<file path="config.mk">
export PLATFORM = sky130hd
export DESIGN_NAME = composite_timing_gen
export DESIGN_NICKNAME = d
export VERILOG_FILES = /design/src/rtl/composite_timing_gen.sv
export SDC_FILE = /design/constraint.sdc
export NUM_CORES = 1
export LEC_CHECK = 0
export ABC_AREA = 1
export BUFFER_PORTS_ARGS = -buffer_cell sky130_fd_sc_hd__buf_2
export CAP_MARGIN = 40
export CORE_MARGIN = 4
export CORE_UTILIZATION = 59
export DETAILED_ROUTE_END_ITERATION = 10
export PLACE_DENSITY_LB_ADDON = 0.08
export SETUP_SLACK_MARGIN = 0.3
export SYNTH_ARGS = -nofsm -noshare
export SYNTH_HDL_FRONTEND = slang
export SYNTH_SLANG_ARGS = --single-unit
</file>
<file path="constraint.sdc">
create_clock -name clk -period 1.9 [get_ports clk]
set_clock_uncertainty 0.15 [all_clocks]
set_input_delay 0.095 -clock clk [delete_from_list [all_inputs] [get_ports clk]]
set_output_delay 0.095 -clock clk [all_outputs]
set_load 0.02 [all_outputs]
</file>
<file path="src/rtl/composite_timing_gen.sv">
// NTSC-style 240p composite timing: counts (h,v) on the video clock and registers
// the sync/burst/active decode plus pixel coordinates for the modulator and pixel pipe.
`timescale 1ns/1ps
module composite_timing_gen #(
   parameter int H_TOTAL        = 1588,
   parameter int HSYNC_W        = 117,
   parameter int BURST_START    = 132,
   parameter int BURST_W        = 63,
   parameter int ACTIVE_START   = 250,
   parameter int ACTIVE_W       = 1280,
   parameter int V_TOTAL        = 262,
   parameter int V_ACTIVE_START = 21,
   parameter int V_ACTIVE_H     = 240
) (
   input  logic       clk,
   input  logic       rst_n,
   output logic       sync_n,
   output logic       active,
   output logic       color_burst,
   output logic       line_start,
   output logic       frame_start,
   output logic [9:0] pixel_x,
   output logic [7:0] pixel_y
);

   localparam int HW   = $clog2(H_TOTAL + 1);
   localparam int VW   = $clog2(V_TOTAL + 1);
   localparam int HALF = H_TOTAL / 2;
   localparam int EQ_W = HSYNC_W / 2;

   localparam logic [HW-1:0] H_LAST    = HW'(H_TOTAL - 1);
   localparam logic [HW-1:0] H_HSYNC   = HW'(HSYNC_W);
   localparam logic [HW-1:0] H_EQ_W    = HW'(EQ_W);
   localparam logic [HW-1:0] H_HALF    = HW'(HALF);
   localparam logic [HW-1:0] H_EQ2_END = HW'(HALF + EQ_W);
   localparam logic [HW-1:0] H_VS1_END = HW'(HALF - HSYNC_W);
   localparam logic [HW-1:0] H_VS2_END = HW'(H_TOTAL - HSYNC_W);
   localparam logic [HW-1:0] H_BURST_S = HW'(BURST_START);
   localparam logic [HW-1:0] H_BURST_E = HW'(BURST_START + BURST_W);
   localparam logic [HW-1:0] H_ACT_S   = HW'(ACTIVE_START);
   localparam logic [HW-1:0] H_ACT_E   = HW'(ACTIVE_START + ACTIVE_W);
   localparam logic [VW-1:0] V_LAST    = VW'(V_TOTAL - 1);
   localparam logic [VW-1:0] V_ACT_S   = VW'(V_ACTIVE_START);
   localparam logic [VW-1:0] V_ACT_E   = VW'(V_ACTIVE_START + V_ACTIVE_H);

   if (BURST_START < HSYNC_W || BURST_START + BURST_W > ACTIVE_START ||
       ACTIVE_START + ACTIVE_W > H_TOTAL || V_ACTIVE_START + V_ACTIVE_H > V_TOTAL) begin : g_bad_params
      $error("composite_timing_gen: illegal timing parameters");
   end

   logic [HW-1:0] h_cnt_q, h_cnt_d;
   logic [VW-1:0] v_cnt_q, v_cnt_d;
   logic          sync_n_q, sync_n_d;
   logic          active_q, active_d;
   logic          color_burst_q, color_burst_d;
   logic          line_start_q, line_start_d;
   logic          frame_start_q, frame_start_d;
   logic [9:0]    pixel_x_q, pixel_x_d;
   logic [7:0]    pixel_y_q, pixel_y_d;

   logic          eq_line, vs_line, sync_low;
   logic [10:0]   h_off;
   logic [8:0]    v_off;
   logic          unused_bits;

   assign unused_bits = ^{h_off[0], v_off[8]};

   always_comb begin
      h_cnt_d = h_cnt_q + 1'b1;
      v_cnt_d = v_cnt_q;
      if (h_cnt_q == H_LAST) begin
         h_cnt_d = '0;
         v_cnt_d = (v_cnt_q == V_LAST) ? '0 : v_cnt_q + 1'b1;
      end

      // Lines 0-2 and 6-8 carry equalizing pulses; 3-5 carry serrated broad pulses.
      eq_line = (v_cnt_q <= VW'(2)) || (v_cnt_q >= VW'(6) && v_cnt_q <= VW'(8));
      vs_line = (v_cnt_q >= VW'(3)) && (v_cnt_q <= VW'(5));

      if (eq_line)
         sync_low = (h_cnt_q < H_EQ_W) || (h_cnt_q >= H_HALF && h_cnt_q < H_EQ2_END);
      else if (vs_line)
         sync_low = (h_cnt_q < H_VS1_END) || (h_cnt_q >= H_HALF && h_cnt_q < H_VS2_END);
      else
         sync_low = (h_cnt_q < H_HSYNC);

      sync_n_d      = ~sync_low;
      color_burst_d = !eq_line && !vs_line && h_cnt_q >= H_BURST_S && h_cnt_q < H_BURST_E;
      active_d      = (h_cnt_q >= H_ACT_S) && (h_cnt_q < H_ACT_E) &&
                      (v_cnt_q >= V_ACT_S) && (v_cnt_q < V_ACT_E);
      line_start_d  = (h_cnt_q == '0);
      frame_start_d = (h_cnt_q == '0) && (v_cnt_q == '0);

      // Offsets wrap outside the window; only the in-window result is kept.
      h_off     = 11'(h_cnt_q) - 11'(ACTIVE_START);
      v_off     = 9'(v_cnt_q) - 9'(V_ACTIVE_START);
      pixel_x_d = active_d ? h_off[10:1] : '0;
      pixel_y_d = active_d ? v_off[7:0] : '0;
   end

   always_ff @(posedge clk or negedge rst_n) begin
      if (!rst_n) begin
         h_cnt_q       <= '0;
         v_cnt_q       <= '0;
         sync_n_q      <= 1'b1;
         active_q      <= 1'b0;
         color_burst_q <= 1'b0;
         line_start_q  <= 1'b0;
         frame_start_q <= 1'b0;
         pixel_x_q     <= '0;
         pixel_y_q     <= '0;
      end else begin
         h_cnt_q       <= h_cnt_d;
         v_cnt_q       <= v_cnt_d;
         sync_n_q      <= sync_n_d;
         active_q      <= active_d;
         color_burst_q <= color_burst_d;
         line_start_q  <= line_start_d;
         frame_start_q <= frame_start_d;
         pixel_x_q     <= pixel_x_d;
         pixel_y_q     <= pixel_y_d;
      end
   end

   assign sync_n      = sync_n_q;
   assign active      = active_q;
   assign color_burst = color_burst_q;
   assign line_start  = line_start_q;
   assign frame_start = frame_start_q;
   assign pixel_x     = pixel_x_q;
   assign pixel_y     = pixel_y_q;

endmodule

</file>
==> flow_metrics.env, run 1 <==
export IMPL_utilization_pct=84.4
export IMPL_nNetsFinal=389
export IMPL_drtAntennaViolNets=0
export IMPL_max_slew_margin_pct=67.0
export IMPL_clkPwrFrac_pct=48.2
export IMPL_synth_fp_nets=335
export IMPL_use_met3_pct=6.47
export IMPL_dp_slack_ns=0.0775
export IMPL_grt_start_max_net_pins=44
export IMPL_path_clk_slew_ns=0.09
export IMPL_cts_sinks=43
export IMPL_grt_pass1_vias=2169
export IMPL_place_hpwl_um=4110
export IMPL_dieWidth_um=73.2
export IMPL_tightest_slew_ns=0.492
export IMPL_required_ns=2.00
export IMPL_num_vias=2661
export IMPL_grtUsageMet1_pct=36.4
export IMPL_core_area_um2=4060
export IMPL_synth_top_area_share_pct=42.0
export IMPL_seqPwrFrac_pct=50.5
export IMPL_ys_seq_area_share_pct=43.0
export IMPL_fmax_mhz=507
export IMPL_seqCellArea_um2=1090
export IMPL_grt_busiest_layer="met2"
export IMPL_p_sw_mw=0.366
export IMPL_crit_arrival_ns=2.08
export IMPL_drive_above_1_share_pct=40.6
export IMPL_numCtsBuffers=5
export IMPL_sw_frac_of_total_pct=20.2
export IMPL_num_io_pins=25
export IMPL_gp_congestion=0.940
export IMPL_wl_um=8100
export IMPL_power_density_nw_per_um2=529
export IMPL_die_y_um=73.2
export IMPL_ir_worst_vdd_mv=0.458
export IMPL_grt_pass1_wl_um=10700
export IMPL_drt_iter0_drc=504
export IMPL_start_util_pct=61.7
export IMPL_status="finished, violations left"
export IMPL_startpoint_type="flip-flop"
export IMPL_multi_input_area_um2=1530
export IMPL_period_share_pct=104
export IMPL_layout_setup_ws_ns=-0.0726
export IMPL_ys_types=33
export IMPL_violations="negative setup slack"
export IMPL_holdWs_ns=0.125
export IMPL_htreeDepth=2
export IMPL_synthToLayoutAreaGrowth_pct=36.7
export IMPL_via_per_inst=6.23
export IMPL_drc=0
export IMPL_antenna_cells=0
export IMPL_n_fill_cell=199
export IMPL_reg2reg_depth=7
export IMPL_cts_root_buf="clkbuf_8"
export IMPL_ys_seq_elements=43
export IMPL_critical_path_class="flip-flop to flip-flop"
export IMPL_yosysTopAreaCell="dfrtp_1"
export IMPL_synth_cells=322
export IMPL_yosys_warnings=0
export IMPL_worstHoldPathType="input pin to asynchronous set/reset pin"
export IMPL_finalHoldViolations=0
export IMPL_overflow=0
export IMPL_antenna_found_initial=0
export IMPL_track_usage_pct=26.6
export IMPL_synth_edf_count=0
export IMPL_num_rows=23
export IMPL_drv_cap=0
export IMPL_rsz0062_at_grt="true"
export IMPL_clock_latency_ns=0.31
export IMPL_drv_slew=0
export IMPL_finalSetupViolCount=18
export IMPL_min_period_ns=1.97
export IMPL_die_area_um2=5350
export IMPL_synth_main_ff_cell="dfrtp_1"
export IMPL_intPower_mw=1.44
export IMPL_pwr_share_comb_pct=1.3
export IMPL_first_pass_iters=6
export IMPL_cts_tree="built"
export IMPL_cp_max_fo=8
export IMPL_grt_util_met2_pct=39.3
export IMPL_cts_path_max_buffers=2
export IMPL_io_buffers=24
export IMPL_async_reset_ff_share_pct=100
export IMPL_synthTopCellsByArea="dfrtp_1 42%, nand2_1 11%, nor2_1 5.8%"
export IMPL_syn_cell_area_um2=2500
export IMPL_syn_mean_instance_area_um2=7.78
export IMPL_wire_per_inst_um=19.0
export IMPL_end_kind="flip-flop"
export IMPL_p_leak_nw=1.74
area by class of cell:
class | count | area share (%)
clock buffer | 5 | 2.01
clock inverter | 3 | 1.97
inverter | 40 | 4.86
multi-input combinational | 231 | 44.7
sequential | 43 | 31.9
tap | 50 | 1.83
timing repair buffer | 55 | 12.8
Yosys cell counts (all sizes together) (2+ instances only):
master / instances
or2: 2
o211ai: 2
nor4: 2
nand2: 76
a21oi: 15
nor3: 17
ha: 11
dfrtp: 42
nand3: 17
inv: 38
o21ai: 18
xor2: 13
clkinv: 2
buf: 8
nand4: 6
nor2: 49
cells in the final DEF (no fill, tap or decap), types with 2 or more instances in the layout:
cell type,Yosys,routed
nand2_1,74,65
ha_1,11,4
o21ai_0,15,8
nand3_2,1,3
nand3_4,1,3
buf_6,1,3
inv_4,0,4
nand4_1,5,5
nor3_2,2,4
nand3_1,15,11
nand2_2,1,9
inv_1,33,24
a21oi_1,14,11
nor3_1,15,12
dfrtp_1,42,30
ha_4,0,6
nand2_4,1,2
nor2_4,0,13
nor2_1,39,27
inv_2,5,10
nor2_2,10,9
clkbuf_8,0,5
o21ai_1,3,9
buf_4,1,22
buf_2,6,24
bufinv_16,0,2
o211ai_1,2,2
a21oi_2,1,4
dfrtp_2,0,12
xor2_1,13,12
buf_12,0,4
logic make-up (layout without fill, tap and decap cells):
group,count (synthesis),in the layout,synth area share (%)
buffers and inverters,48,103,7.99
flip-flops,43,43,43.0
XOR/XNOR,13,13,4.55
AND/OR/NAND/NOR,169,169,30.8
adder cells (fa/ha/maj),11,11,5.49
AO/OA/AOI/OAI,38,38,8.19
critical path, cell delays in order (launching register included):
cell and delay, ns:
dfrtp_2 0.47, inv_4 0.11, ha_4 0.16, nand3_4 0.09, o211ai_1 0.44, nand3_4 0.21, buf_12 0.20, nor2_2 0.08
per-layer routing:
metal | up-vias | routed length (um)
met5 | - | 0
met4 | 0 | 580
met3 | 76 | 1010
met2 | 257 | 3540
met1 | 1194 | 2970
li1 | 1134 | -
power by group through the flow:
stage / clock network [mW] / logic, mW / registers (mW)
global route: 0.916 / 0.0287 / 0.914
CTS: 0.877 / 0.0260 / 0.914
detailed placement: 0 / 0.0244 / 0.932
global placement: 0 / 0.0232 / 0.932
finish: 0.873 / 0.0241 / 0.914
floorplan: 0 / 0.000000794 / 0.933
sequential cells by signal (all words and copies together), names as in the netlist:
register,flops
sync_n,1
pixel_y,8
pixel_x,10
line_start,1
h_cnt_q,11
color_burst,1
active,1
frame_start,1
v_cnt_q,9
stage by stage:
step | instance area [um^2] | setup TNS [ns] | total power, mW | cells
after floorplan | 2540 | 0 | 0.933 | 322
after global placement | 2730 | 0 | 0.956 | 395
after detailed placement | 2730 | 0 | 0.957 | 395
after CTS | 3140 | 0 | 1.82 | 416
after global routing | 3420 | -0.884 | 1.86 | 427
final | 3420 | -1.07 | 1.81 | 427
worst paths after layout:
path	startpoint	endpoint	slack, ns
hold / removal	rst_n	h_cnt_q[7]	0.12
max in group asynchronous	rst_n	sync_n	1.22
hold reg to reg	v_cnt_q[5]	v_cnt_q[5]	0.40
setup reg to reg	v_cnt_q[1]	pixel_x[5]	-0.07
min in group clk	v_cnt_q[5]	v_cnt_q[5]	0.40
setup / recovery	v_cnt_q[1]	pixel_x[5]	-0.07
timing repair:
action / in CTS / in global routing
endpoints found under the hold margin: 43 / 0
endpoints found under the setup margin: 37 / 41
hold buffers: 1 / 0
pin swaps: 13 / 15
setup buffers: 11 / 11
cloned: 1 / 0
resized for setup: 41 / 56
Power figures use the tool's default switching activity.
==> run 2: changes to the inputs <==
--- a/config.mk
+++ b/config.mk
@@ -8,9 +8,12 @@
 export ABC_AREA = 1
 export BUFFER_PORTS_ARGS = -buffer_cell sky130_fd_sc_hd__buf_2
 export CAP_MARGIN = 40
+export CELL_PAD_IN_SITES_DETAIL_PLACEMENT = 1
+export CELL_PAD_IN_SITES_GLOBAL_PLACEMENT = 1
 export CORE_MARGIN = 4
-export CORE_UTILIZATION = 59
+export CORE_UTILIZATION = 43
 export DETAILED_ROUTE_END_ITERATION = 10
+export MAX_ROUTING_LAYER = met4
 export PLACE_DENSITY_LB_ADDON = 0.08
 export SETUP_SLACK_MARGIN = 0.3
 export SYNTH_ARGS = -nofsm -noshare
==> flow_metrics.env, run 2 (synthesis results as in run 1) <==
export IMPL_htreeDepth=2
export IMPL_path_clk_slew_ns=0.09
export IMPL_grt_pass1_vias=2496
export IMPL_cts_path_max_buffers=2
export IMPL_overflow=0
export IMPL_numCtsBuffers=5
export IMPL_tightest_slew_ns=0.515
export IMPL_n_fill_cell=684
export IMPL_final_cells=462
export IMPL_num_io_pins=25
export IMPL_rsz0062_at_grt="true"
export IMPL_required_ns=1.93
export IMPL_place_inst=431
export IMPL_drive_above_1_share_pct=39.7
export IMPL_placedInstanceArea_um2=2880
export IMPL_cp_slowest_stage_delay_ns=0.48
export IMPL_grt_pass1_wl_um=12600
export IMPL_antenna_cells=0
export IMPL_cts_root_buf="clkbuf_8"
export IMPL_end_kind="flip-flop"
export IMPL_period_share_pct=96.0
export IMPL_p_leak_nw=1.76
export IMPL_layout_setup_ws_ns=0.0755
export IMPL_start_util_pct=44.9
export IMPL_first_pass_iters=4
export IMPL_finalSetupTns_ns=0
export IMPL_drc=0
export IMPL_wire_per_inst_um=18.3
export IMPL_dp_slack_ns=0.0359
export IMPL_drv_slew=0
export IMPL_final_cell_area_um2=3440
export IMPL_crit_top_cell="nor2_4"
export IMPL_startpoint_type="flip-flop"
export IMPL_nNetsFinal=402
export IMPL_max_slew_margin_pct=65.7
export IMPL_holdWs_ns=0.140
export IMPL_worstHoldPathType="input pin to asynchronous set/reset pin"
export IMPL_core_area_um2=5570
export IMPL_die_y_um=84.3
export IMPL_crit_path_cell_trace="inv_4 -> ha_4 -> nor2_4 -> nand2_2 -> o21ai_4 -> a21oi_4 -> nand3_4 -> buf_8 -> nor2_4"
export IMPL_finalHoldViolations=0
export IMPL_cts_sinks=43
export IMPL_track_usage_pct=22.7
export IMPL_cpMaxStageDelayCell="dfrtp_2"
export IMPL_via_per_inst=5.29
export IMPL_largest_register_ffs=11
export IMPL_clock_latency_ns=0.30
export IMPL_min_period_ns=1.82
export IMPL_cp_max_fo=6
export IMPL_regMostFlops="h_cnt_q"
export IMPL_dieWidth_um=84.3
export IMPL_gp_congestion=0.889
export IMPL_wl_um=8430
export IMPL_drt_iter0_drc=139
export IMPL_crit_arrival_ns=1.86
export IMPL_die_area_um2=7110
export IMPL_num_rows=27
export IMPL_antenna_found_initial=0
export IMPL_finalSetupViolCount=0
export IMPL_ir_worst_vdd_mv=0.356
export IMPL_num_vias=2446
export IMPL_critical_path_class="flip-flop to flip-flop"
export IMPL_drtAntennaViolNets=0
export IMPL_grt_start_max_net_pins=24
export IMPL_fmax_mhz=548
export IMPL_drv_cap=0
export IMPL_cts_tree="built"
export IMPL_layout_commonest_cell="nand2_1"
export IMPL_status="finished clean"
export IMPL_place_hpwl_um=5430
export IMPL_io_buffers=24
export IMPL_power_density_nw_per_um2=448
export IMPL_synthToLayoutAreaGrowth_pct=37.4
export IMPL_final_cell_mix="67 x nand2_1, 37 x dfrtp_1, 32 x buf_4"
==> run 2: cell types whose count changed in the layout (fill, tap and decap cells not counted), sizes merged <==
cell and change:
buf +13, bufinv -2, clkinv +2, clkinvlp +1, inv -1
==> run 2: final timing paths <==
check	startpoint	end	slack (ns)	cells past startpoint
worst max-delay path	h_cnt_q[1]	pixel_y[5]	0.08	9
worst min-delay path	rst_n	pixel_x[3]	0.14	2
worst max register to register	h_cnt_q[1]	pixel_y[5]	0.08	9
worst min register to register	v_cnt_q[5]	v_cnt_q[5]	0.40	1
max in group asynchronous	rst_n	sync_n	0.88	3
min in group clk	v_cnt_q[5]	v_cnt_q[5]	0.40	1
==> run 2: cell type report <==
type	count	area [um^2]	area share, %
Tap cell	72	90.1	2.62
Clock buffer	5	68.8	2.00
Inverter	40	163	4.73
Clock inverter	3	20.0	0.582
Sequential cell	43	1080	31.5
Timing Repair Buffer	68	524	15.2
Multi-Input combinational cell	231	1490	43.4
==> run 2: layer usage <==
| layer | global-route usage [%] | vias to the layer above | part of all wire, % |
|---|---|---|---|
| li1 | - | 1161 | - |
| met1 | 31.2 | 1224 | 46 |
| met2 | 36.0 | 45 | 50 |
| met3 | 2.65 | 16 | 2.8 |
| met4 | 5.41 | 0 | 1.4 |
| met5 | - | - | 0 |
==> run 2: stage by stage <==
step | total power [mW] | util [%]
after floorplan | 0.933 | -
after global placement | 0.957 | 51.6
after detailed placement | 0.957 | 51.6
after CTS | 1.55 | 57.1
after global routing | 1.60 | 61.8
final | 1.54 | 61.8
==> run 2: worst max-delay path: cells and delay by family (launching register included) <==
| family | cells | cell delay (ns) |
|---|---|---|
| simple gates | 4 | 0.43 |
| fa+ha+maj | 1 | 0.18 |
| flops | 1 | 0.48 |
| compound gates | 2 | 0.21 |
| buf+inv | 2 | 0.23 |
==> run 2: timing repair <==
action / 4_1_cts / 5_1_grt
hold buffers: 1 / 0
hold endpoints to repair: 24 / 0
gates resized for setup: 37 / 43
pin swaps: 11 / 8
endpoints found under the setup margin: 39 / 41
buffers inserted: 14 / 8
==> run 2: report_power, final <==
group	internal (mW)	switching, mW
logic	0.00615	0.0187
clock network	0.256	0.345
registers	0.914	0
total	1.18	0.364
==> run 3: changes to the inputs <==
--- a/config.mk
+++ b/config.mk
@@ -11,7 +11,7 @@
 export CELL_PAD_IN_SITES_DETAIL_PLACEMENT = 1
 export CELL_PAD_IN_SITES_GLOBAL_PLACEMENT = 1
 export CORE_MARGIN = 4
-export CORE_UTILIZATION = 43
+export CORE_UTILIZATION = 40
 export DETAILED_ROUTE_END_ITERATION = 10
 export MAX_ROUTING_LAYER = met4
 export PLACE_DENSITY_LB_ADDON = 0.08
==> flow_metrics.env, run 3 (synthesis results as in run 1) <==
export IMPL_status="finished clean"
export IMPL_antenna_found_initial=0
export IMPL_seqCellArea_um2=1090
export IMPL_n_fill_cell=748
export IMPL_layout_commonest_cell="nand2_1"
export IMPL_reg2reg_depth=9
export IMPL_holdWs_ns=0.129
export IMPL_final_cells=464
export IMPL_drv_cap=0
export IMPL_final_cell_area_um2=3450
export IMPL_wire_per_inst_um=17.1
export IMPL_regMostFlops="h_cnt_q"
export IMPL_finalSetupTns_ns=0
export IMPL_layout_setup_ws_ns=0.177
export IMPL_track_usage_pct=22.2
export IMPL_place_hpwl_um=5720
export IMPL_wl_um=7920
export IMPL_core_area_um2=5990
export IMPL_grt_pass1_wl_um=12600
export IMPL_p_leak_nw=1.81
export IMPL_place_inst=440
export IMPL_end_kind="flip-flop"
export IMPL_overflow=0
export IMPL_largest_register_ffs=11
export IMPL_via_per_inst=5.10
export IMPL_num_vias=2365
export IMPL_critical_path_class="flip-flop to flip-flop"
export IMPL_power_density_nw_per_um2=494
export IMPL_nNetsFinal=401
export IMPL_path_clk_slew_ns=0.09
export IMPL_antenna_cells=0
export IMPL_drc=0
export IMPL_drt_met1_wl_um=3630
export IMPL_worstHoldPathType="input pin to asynchronous set/reset pin"
export IMPL_clock_latency_ns=0.30
export IMPL_finalSetupViolCount=0
export IMPL_finalHoldViolations=0
export IMPL_drive_above_1_share_pct=41.9
export IMPL_startpoint_type="flip-flop"
export IMPL_cp_max_fo=12
export IMPL_wl_met2_um=3900
export IMPL_placedInstanceArea_um2=2940
export IMPL_first_pass_iters=4
export IMPL_min_period_ns=1.72
export IMPL_final_cell_mix="66 x nand2_1, 33 x dfrtp_1, 33 x buf_4"
export IMPL_cts_tree="built"
export IMPL_numCtsBuffers=5
export IMPL_num_io_pins=25
export IMPL_fmax_mhz=580
export IMPL_dp_slack_ns=0.0911
export IMPL_multi_input_area_um2=1480
export IMPL_gp_congestion=0.894
export IMPL_synthToLayoutAreaGrowth_pct=37.7
export IMPL_rsz0062_at_grt="true"
export IMPL_cts_root_buf="clkbuf_8"
export IMPL_start_util_pct=41.8
export IMPL_routed_wl_met3_um=308
export IMPL_utilization_pct=57.6
export IMPL_required_ns=1.99
export IMPL_cts_sinks=43
export IMPL_die_area_um2=7590
export IMPL_period_share_pct=90.7
export IMPL_max_slew_margin_pct=68.0
export IMPL_drv_slew=0
export IMPL_tightest_slew_ns=0.480
export IMPL_cts_path_max_buffers=2
export IMPL_io_buffers=24
export IMPL_num_rows=28
export IMPL_grt_pass1_vias=2471
export IMPL_htreeDepth=2
export IMPL_grt_start_max_net_pins=25
export IMPL_ir_worst_vdd_mv=0.366
export IMPL_top_layer_used="met4"
export IMPL_total_power_mw=1.70
export IMPL_drtAntennaViolNets=0
export IMPL_die_y_um=87.1
export IMPL_crit_arrival_ns=1.81
export IMPL_drt_iter0_drc=108
export IMPL_dieWidth_um=87.1
==> run 3: changes by cell type in the layout (fill, tap and decap cells not counted), moves of 2 or more <==
cell,delta
buf_6,-4
dfrtp_1,-4
dfrtp_2,+4
nor3_1,-4
a21oi_2,+3
ha_4,-3
nor3_4,+3
a21oi_1,-2
clkinvlp_4,-2
ha_2,+2
nand2_2,+2
nor2_2,+2
==> run 3: final timing paths <==
kind	slack (ns)	endpoint	from
max	0.18	pixel_x[9]	h_cnt_q[1]
min	0.13	h_cnt_q[7]	rst_n
max reg2reg	0.18	pixel_x[9]	h_cnt_q[1]
min reg2reg	0.41	v_cnt_q[5]	v_cnt_q[5]
max in group asynchronous	0.90	sync_n	rst_n
min in group clk	0.41	v_cnt_q[5]	v_cnt_q[5]
==> run 3: final cells by class <==
type	instances	area share (%)
clock buffers	6	2.39
multi-input cells	232	42.9
repair buffers	66	14.7
clock inverters	2	1.02
flip-flops and latches	43	31.6
inverters	40	4.72
well taps	75	2.72
==> run 3: worst max-delay path: stages, from the launching register on <==
cell and delay, ns:
dfrtp_2 0.44, buf_6 0.12, ha_4 0.13, nand2_2 0.06, nand2_2 0.09, nand4_2 0.09, a21oi_2 0.19, nand3_4 0.12
buf_12 0.17, nor2_1 0.10
==> run 3: layer usage <==
metal | up-vias | track usage, %
met5 | - | -
met4 | 0 | 5.44
met3 | 9 | 2.37
met2 | 41 | 35.7
met1 | 1149 | 30.1
li1 | 1166 | -
==> run 3: what timing repair did <==
| item | in CTS | in global routing |
|---|---|---|
| resized for setup | 35 | 47 |
| endpoints found under the hold margin | 42 | 0 |
| hold buffers | 1 | 0 |
| pin swaps | 4 | 9 |
| gates cloned | 1 | 0 |
| setup buffers | 7 | 7 |
| endpoints found under the setup margin | 39 | 42 |
==> run 3: power breakdown <==
| part | switching, mW | internal (mW) | total (mW) |
|---|---|---|---|
| sequential | 0 | 0.914 | 0.914 |
| clock | 0.339 | 0.426 | 0.764 |
| combinational | 0.0187 | 0.00616 | 0.0248 |
| total | 0.357 | 1.35 | 1.70 |
